--- src/rtl/taktowanie_pkg.sv ---
// Shared FSM state type and the tick-constant helpers used by the multi-channel
// ticks-per-degree calculator.
package taktowanie_pkg;

  typedef enum logic [1:0] {
    SKAN,
    LADUJ,
    DZIEL,
    ZAPISZ
  } stan_t;

  // Ticks per degree at 1 rpm: one degree takes 1/(6*rpm) s, so K = CLK_HZ/6.
  function automatic int k_of(input int clk_hz);
    return clk_hz / 6;
  endfunction

  function automatic int kw_of(input int k);
    return $clog2(k + 1);
  endfunction

endpackage

--- src/rtl/dzielnik_sekwencyjny.sv ---
// Restoring divider, one quotient bit per cycle over KW cycles; start is accepted
// only when idle and done pulses during the final step.
module dzielnik_sekwencyjny #(
  parameter int DW = 10,
  parameter int KW = 10,
  parameter int RW = 7
) (
  input  logic          clk,
  input  logic          rst_n,
  input  logic          start,
  input  logic [DW-1:0] dzielna,
  input  logic [RW-1:0] dzielnik,
  output logic          done,
  output logic [KW-1:0] iloraz
);

  localparam int CW = $clog2(KW + 1);

  logic [RW-1:0] reszta;
  logic [RW-1:0] dzielnik_r;
  logic [KW-1:0] rejestr;
  logic [CW-1:0] licznik;
  logic          aktywny;
  logic [RW:0]   proba;
  logic          bit_q;

  always_comb begin
    proba = {reszta, rejestr[KW-1]};
    bit_q = (proba >= {1'b0, dzielnik_r});
  end

  // Bits above KW are preloaded as the partial remainder: the quotient always
  // fits in KW bits, so that prefix is already smaller than the divisor.
  // NOTE: sequential state uses <= so every register samples pre-edge values.
  always_ff @(posedge clk or negedge rst_n) begin
    if (!rst_n) begin
      reszta     <= '0;
      dzielnik_r <= '0;
      rejestr    <= '0;
      licznik    <= '0;
      aktywny    <= 1'b0;
    end else if (start && !aktywny) begin
      reszta     <= RW'(dzielna >> KW);
      rejestr    <= dzielna[KW-1:0];
      dzielnik_r <= dzielnik;
      licznik    <= CW'(KW);
      aktywny    <= 1'b1;
    end else if (aktywny) begin
      reszta  <= bit_q ? RW'(proba - {1'b0, dzielnik_r}) : RW'(proba);
      rejestr <= {rejestr[KW-2:0], bit_q};
      licznik <= licznik - 1'b1;
      if (licznik == CW'(1)) aktywny <= 1'b0;
    end
  end

  assign done   = aktywny && (licznik == CW'(1));
  assign iloraz = rejestr;

endmodule

--- src/rtl/obliczanie_taktowania_wielokanalowe.sv ---
// Per-channel ticks-per-degree (K/rpm) using one shared sequential divider.
// Macro TAKTOWANIE_ZAOKRAGLANIE_EN selects round-to-nearest instead of truncation.
module obliczanie_taktowania_wielokanalowe
  import taktowanie_pkg::*;
#(
  parameter int CLK_HZ = 6000,
  parameter int NUM_CH = 2,
  parameter int RPM_W  = 7,
  parameter int OUT_W  = 9
) (
  input  logic                    clk,
  input  logic                    rst_n,
  input  logic [NUM_CH*RPM_W-1:0] rpm,
  output logic [NUM_CH*OUT_W-1:0] taktowanie_na_stopien,
  output logic [NUM_CH-1:0]       valid,
  output logic [NUM_CH-1:0]       przepelnienie,
  output logic                    busy
);

  localparam int K  = k_of(CLK_HZ);
  localparam int KW = kw_of(K);
`ifdef TAKTOWANIE_ZAOKRAGLANIE_EN
  localparam int DW = $clog2(K + (2**RPM_W - 1) / 2 + 1);
`else
  localparam int DW = KW;
`endif
  localparam int PW = (NUM_CH > 1) ? $clog2(NUM_CH) : 1;
  localparam logic [OUT_W-1:0] PELNE = '1;

  stan_t           stan, stan_nast;
  logic [PW-1:0]   wsk;
  logic [RPM_W-1:0] rpm_ch  [NUM_CH];
  logic [RPM_W-1:0] rpm_zap [NUM_CH];
  logic [OUT_W-1:0] wynik   [NUM_CH];
  logic [NUM_CH-1:0] zainicjowany;
  logic [RPM_W-1:0] rpm_biez, rpm_lat;
  logic            niezgodnosc, start, done, nadmiar;
  logic [DW-1:0]   dzielna;
  logic [KW-1:0]   iloraz;

  for (genvar c = 0; c < NUM_CH; c++) begin : g_kanal
    assign rpm_ch[c] = rpm[c*RPM_W +: RPM_W];
    assign taktowanie_na_stopien[c*OUT_W +: OUT_W] = wynik[c];
  end

  assign rpm_biez    = rpm_ch[wsk];
  assign niezgodnosc = !zainicjowany[wsk] || (rpm_biez != rpm_zap[wsk]);
  assign nadmiar     = 32'(iloraz) > 32'(PELNE);

`ifdef TAKTOWANIE_ZAOKRAGLANIE_EN
  assign dzielna = DW'(K) + DW'(rpm_biez >> 1);
`else
  assign dzielna = DW'(K);
`endif

  function automatic logic [PW-1:0] nastepny(input logic [PW-1:0] w);
    return (w == PW'(NUM_CH - 1)) ? '0 : w + 1'b1;
  endfunction

  always_ff @(posedge clk or negedge rst_n) begin
    if (!rst_n) stan <= SKAN;
    else        stan <= stan_nast;
  end

  // NOTE: every comb output gets a default first so no path infers a latch.
  always_comb begin
    stan_nast = stan;
    unique case (stan)
      SKAN:   if (niezgodnosc) stan_nast = LADUJ;
      LADUJ:  stan_nast = (rpm_biez == '0) ? ZAPISZ : DZIEL;
      DZIEL:  if (done) stan_nast = ZAPISZ;
      ZAPISZ: stan_nast = SKAN;
      default: stan_nast = SKAN;
    endcase
  end

  always_comb begin
    busy  = (stan != SKAN);
    start = (stan == LADUJ) && (rpm_biez != '0);
  end

  always_ff @(posedge clk or negedge rst_n) begin
    if (!rst_n) begin
      wsk <= '0;
    end else if ((stan == SKAN && !niezgodnosc) || stan == ZAPISZ) begin
      wsk <= nastepny(wsk);
    end
  end

  // NOTE: per-channel storage is reset as well; the cleared init flags force a
  // fresh compute, and known stored values keep outputs deterministic.
  always_ff @(posedge clk or negedge rst_n) begin
    if (!rst_n) begin
      for (int c = 0; c < NUM_CH; c++) begin
        rpm_zap[c] <= '0;
        wynik[c]   <= '0;
      end
      zainicjowany  <= '0;
      valid         <= '0;
      przepelnienie <= '0;
      rpm_lat       <= '0;
    end else begin
      unique case (stan)
        SKAN: if (niezgodnosc) valid[wsk] <= 1'b0;
        LADUJ: begin
          rpm_zap[wsk]      <= rpm_biez;
          zainicjowany[wsk] <= 1'b1;
          rpm_lat           <= rpm_biez;
        end
        ZAPISZ: begin
          valid[wsk] <= 1'b1;
          if (rpm_lat == '0) begin
            wynik[wsk]         <= PELNE;
            przepelnienie[wsk] <= 1'b0;
          end else begin
            wynik[wsk]         <= nadmiar ? PELNE : OUT_W'(iloraz);
            przepelnienie[wsk] <= nadmiar;
          end
        end
        default: ;
      endcase
    end
  end

  dzielnik_sekwencyjny #(
    .DW(DW),
    .KW(KW),
    .RW(RPM_W)
  ) u_dzielnik (
    .clk     (clk),
    .rst_n   (rst_n),
    .start   (start),
    .dzielna (dzielna),
    .dzielnik(rpm_biez),
    .done    (done),
    .iloraz  (iloraz)
  );

endmodule

--- config.mk ---
export PLATFORM = sky130hd
export DESIGN_NAME = obliczanie_taktowania_wielokanalowe
export DESIGN_NICKNAME = d
export VERILOG_FILES = /design/src/rtl/taktowanie_pkg.sv /design/src/rtl/dzielnik_sekwencyjny.sv /design/src/rtl/obliczanie_taktowania_wielokanalowe.sv
export SDC_FILE = /design/constraint.sdc
export NUM_CORES = 1
export LEC_CHECK = 0
export BUFFER_PORTS_ARGS = -buffer_cell sky130_fd_sc_hd__buf_2
export CORE_AREA = 2 2 127 129
export DETAILED_ROUTE_END_ITERATION = 10
export DIE_AREA = 0 0 129 131
export PLACE_DENSITY = 0.51
export SLEW_MARGIN = 20
export SYNTH_ARGS = -nofsm -noshare
export SYNTH_HDL_FRONTEND = slang
export SYNTH_SLANG_ARGS = --single-unit
--- constraint.sdc ---
create_clock -name clk -period 4.7 [get_ports clk]
set_input_delay 0.235 -clock clk [delete_from_list [all_inputs] [get_ports clk]]
set_output_delay 0.235 -clock clk [all_outputs]
set_load 0.005 [all_outputs]
==> metrics.log <==
INFO  metric stdcell_area = 4540 µm²
INFO  metric layout_min_cycle_time = 2520 ps
INFO  metric route.detailed.vias_per_inst = between 4 and 5
INFO  metric detailed_place_hpwl = 5810 µm
INFO  metric hold_path_startpoint = rpm[1]
INFO  metric hold-path-cell-count = 2
INFO  metric timing.final.crit_share = 0.537
INFO  metric report.final.slew_viol_count = 0
INFO  metric grtUsageTotal = 0.104
INFO  metric dp_cells = 618
INFO  metric yosys_warnings = 0
INFO  metric cts-htree-levels = 3
INFO  metric number_of_cell_rows = 46
INFO  metric timing.critical_path.slowest_stage_cell = sky130_fd_sc_hd__dfrtp_1
INFO  metric rr_startpoint = wsk$_DFFE_PN0P_
INFO  metric cp_max_fo = 21
INFO  metric synth-main-ff-cell = sky130_fd_sc_hd__dfrtp_1
INFO  metric critical_path_source_type = flip-flop
INFO  metric finalHoldViolCount = 0
INFO  metric final_cell_utilization_of_the_core = 0.291
INFO  metric min_delay_worst_endpoint = rpm_zap[8]$_DFFE_PN0P_
INFO  metric syn_to_final_growth = 18.5%
INFO  metric drc = 0
INFO  metric core_area = about 16000 µm²
INFO  metric share_of_final_layout_standard_cells_stronger_than_drive_strength_1 = 0.186
INFO  metric final_instance_count_without_filler_cells = 636
INFO  metric worst-slew-pin-transition = 701 ps
INFO  metric wl = ~8000 µm
INFO  metric pin_count_of_the_biggest_net_entering_global_routing = 78
INFO  metric tritoncts.num_buffers = 9
INFO  metric synth_seq_cells = 77
INFO  metric detail-route-antenna-nets = 0
INFO  metric tritoncts = done
INFO  metric worstRegToRegCells = 6
INFO  metric netlist_instances = 379
INFO  metric clock_tree.root_cell = sky130_fd_sc_hd__clkbuf_16
INFO  metric timing.critical_path.arrival = 2730 ps
INFO  metric required_time_reported_for_the_critical_path_endpoint = around 5000 ps
INFO  metric whs = 185 ps
INFO  metric synthesis.area = 3830 µm²
INFO  metric grt_antenna_before_repair = 0
INFO  metric detail_route.iter0.violations = 121
INFO  metric io-pin-count = 39
INFO  metric placement.cell_area = 4220 µm²
INFO  metric dr_total_vias = 2753
INFO  metric die_h = between 100 and 150 µm
INFO  metric ir_drop = 0.253 mV
INFO  metric floorplan.initialDensity = 0.246
INFO  metric run_status = complete, no violations
INFO  metric ys_seq_area_frac = 0.503
INFO  metric grt_first_pass_wirelength = 13700 µm
INFO  metric number_of_nets_in_the_finished_design = 446
INFO  metric clk_path_buf_depth = 2
INFO  metric cellLeakagePower = 2.06 nW
INFO  metric cts.sinks = 77
INFO  metric worstPathCellList = or4_1 > nor4_2 > a31oi_1 > o21a_1 > or2b_1 > o21ai_0
INFO  metric synthArstFlopShare = 1.00
INFO  metric fp.dieArea = about 17000 µm²
INFO  metric max_clock_freq = 396 MHz
INFO  metric timing.reg2reg.setup_slack = between 2000 and 2500 ps
INFO  metric io_buffers = 38
INFO  metric worst_slew_margin_rel = 0.532
INFO  metric min-delay-path-class = primary input to flip-flop
INFO  metric yosysUniqueCellTypes = 47
INFO  metric cap_viol_max_count = 0
INFO  metric antenna_cells = 0
INFO  metric globalRouteOverflowTotal = 0
INFO  metric synth_edf_count = 0
INFO  metric synthesis.area_per_instance = 10.1 µm²
INFO  metric setup-violations-final = 0
INFO  metric vias_in_the_first_global_route = 2701
INFO  metric rr_endpoint = u_dzielnik.dzielnik_r[2]$_DFFE_PN0P_
INFO  metric power_density = 751 nW/µm²
INFO  metric setup.worst_path.class = flip-flop to flip-flop
INFO  metric placer_congestion_estimate = 0.792
INFO  metric drt-pass1-iter-count = 4
INFO  metric critPathMaxStageDelay = between 600 and 700 ps
INFO  metric worst_clock_skew = about 1.9 ps
INFO  metric clk_transition_reported_paths = 60 ps
INFO  metric routedWlPerCell = between 10 and 15 µm
INFO  metric unrepaired_setup_endpoints_after_global_routing = false
INFO  metric clock_latency = roughly 330 ps
INFO  metric setup_tns_final = 0 ps
INFO  metric setup.worst_path.end_class = flip-flop
INFO  metric dieWidth = ~130 µm
INFO  metric syn_nets = 410
[worst max-delay path, delay by kind of cell (launching register included)]
kind | cells | cell delay, ps
AO/OA/AOI/OAI | 3 | 660
AND/OR/NAND/NOR | 3 | 1100
flip-flops | 1 | 630
[flip-flops by register name, summed over array words and instances, names as in the netlist, named ones only]
name                   flops
u_dzielnik.aktywny         1
rpm_zap                   14
u_dzielnik.dzielnik_r      7
przepelnienie              2
stan                       2
rpm_lat                    7
wsk                        1
u_dzielnik.licznik         4
u_dzielnik.iloraz         10
taktowanie_na_stopien     18
u_dzielnik.reszta          7
zainicjowany               2
[worst max path at each step]
stage	start	endpoint	slack, ps
3_3_place_gp	wsk$_DFFE_PN0P_	u_dzielnik.dzielnik_r[4]$_DFFE_PN0P_	2220
2_1_floorplan	u_dzielnik.iloraz[9]$_DFFE_PN0P_	u_dzielnik.reszta[5]$_DFFE_PN0P_	2450
3_5_place_dp	wsk$_DFFE_PN0P_	u_dzielnik.dzielnik_r[4]$_DFFE_PN0P_	2160
4_1_cts	wsk$_DFFE_PN0P_	u_dzielnik.dzielnik_r[4]$_DFFE_PN0P_	2160
5_1_grt	wsk$_DFFE_PN0P_	u_dzielnik.dzielnik_r[2]$_DFFE_PN0P_	1890
6_report	wsk$_DFFE_PN0P_	u_dzielnik.dzielnik_r[2]$_DFFE_PN0P_	2180
[kinds of logic after synthesis]
family          Yosys count  share of synthesized area
fa+ha+maj                15                     0.0510
mux                      33                     0.0918
flops                    77                      0.503
simple gates            124                      0.157
buf+inv                  34                     0.0382
compound gates           79                      0.120
xor+xnor                 17                     0.0389
[cell usage in the layout, fill, tap and decap left out, drive strengths merged, types with 2 or more instances in the layout]
cell type,netlist,final
mux2i,16,16
xor2,6,6
buf,6,40
nor2b,5,5
nand2b,9,9
nor3,9,9
clkinvlp,0,2
mux2,17,17
o22ai,2,2
nor4,5,5
o21a,3,3
a21oi,15,15
ha,14,14
nor2,33,33
dfrtp,77,77
clkbuf,10,10
xnor2,11,11
o21ai,47,47
inv,18,18
nand3,5,5
nand2,47,47
clkinv,0,4
a221o,2,2
o211ai,2,2
[synthesized netlist by cell type (2+ instances only)]
cell	number	area share
sky130_fd_sc_hd__o21a_1	3	0.0059
sky130_fd_sc_hd__ha_1	14	0.046
sky130_fd_sc_hd__o22ai_1	2	0.0033
sky130_fd_sc_hd__mux2_2	17	0.050
sky130_fd_sc_hd__buf_2	3	0.0039
sky130_fd_sc_hd__o211ai_1	2	0.0039
sky130_fd_sc_hd__mux2i_1	16	0.042
sky130_fd_sc_hd__o21ai_0	46	0.060
sky130_fd_sc_hd__nor4_1	3	0.0049
sky130_fd_sc_hd__buf_6	2	0.0059
sky130_fd_sc_hd__xor2_1	6	0.014
sky130_fd_sc_hd__clkbuf_1	10	0.0098
sky130_fd_sc_hd__nand2b_1	9	0.015
sky130_fd_sc_hd__dfrtp_1	77	0.50
sky130_fd_sc_hd__inv_1	18	0.018
sky130_fd_sc_hd__nor2_1	32	0.031
sky130_fd_sc_hd__a221o_1	2	0.0052
sky130_fd_sc_hd__nand3_1	5	0.0065
sky130_fd_sc_hd__xnor2_1	11	0.025
sky130_fd_sc_hd__nor3_1	9	0.012
sky130_fd_sc_hd__a21oi_1	15	0.020
sky130_fd_sc_hd__nand2_1	47	0.046
sky130_fd_sc_hd__nor4_2	2	0.0065
sky130_fd_sc_hd__nor2b_1	5	0.0082
[what timing repair did]
item,4_1_cts,5_1_grt
buffers inserted,0,0
hold buffers,0,1
resized for setup,0,0
hold endpoints to repair,0,28
[metal layers]
layer,share of wire,global-route usage,vias to the layer above
met5,0,0,-
met4,0.017,0.0441,0
met3,0.035,0.0281,8
met2,0.46,0.164,41
met1,0.49,0.135,1323
li1,-,-,1381
[report_power, final]
group | leakage (nW) | internal, mW | switching [mW]
Combinational | 1.02 | 0.711 | 0.813
Clock | 0.134 | 0.370 | 0.273
Sequential | 0.907 | 1.00 | 0.239
Total | 2.06 | 2.08 | 1.32
[final cells by class]
type | instances | area (µm²)
Fill cell | 1631 | 11100
Sequential cell | 77 | 1930
Multi-Input combinational cell | 268 | 1760
Inverter | 18 | 67.6
Clock inverter | 6 | 38.8
Clock buffer | 10 | 239
Timing Repair Buffer | 41 | 238
Tap cell | 216 | 270
[through the flow]
stage	worst slack, ps	total power, mW
finish	2180	3.41
floorplan	2450	2.40
detailed placement	2160	2.80
global placement	2220	2.74
CTS	2160	3.46
global route	1890	3.73
No activity file was read; power rests on OpenSTA's default activity.
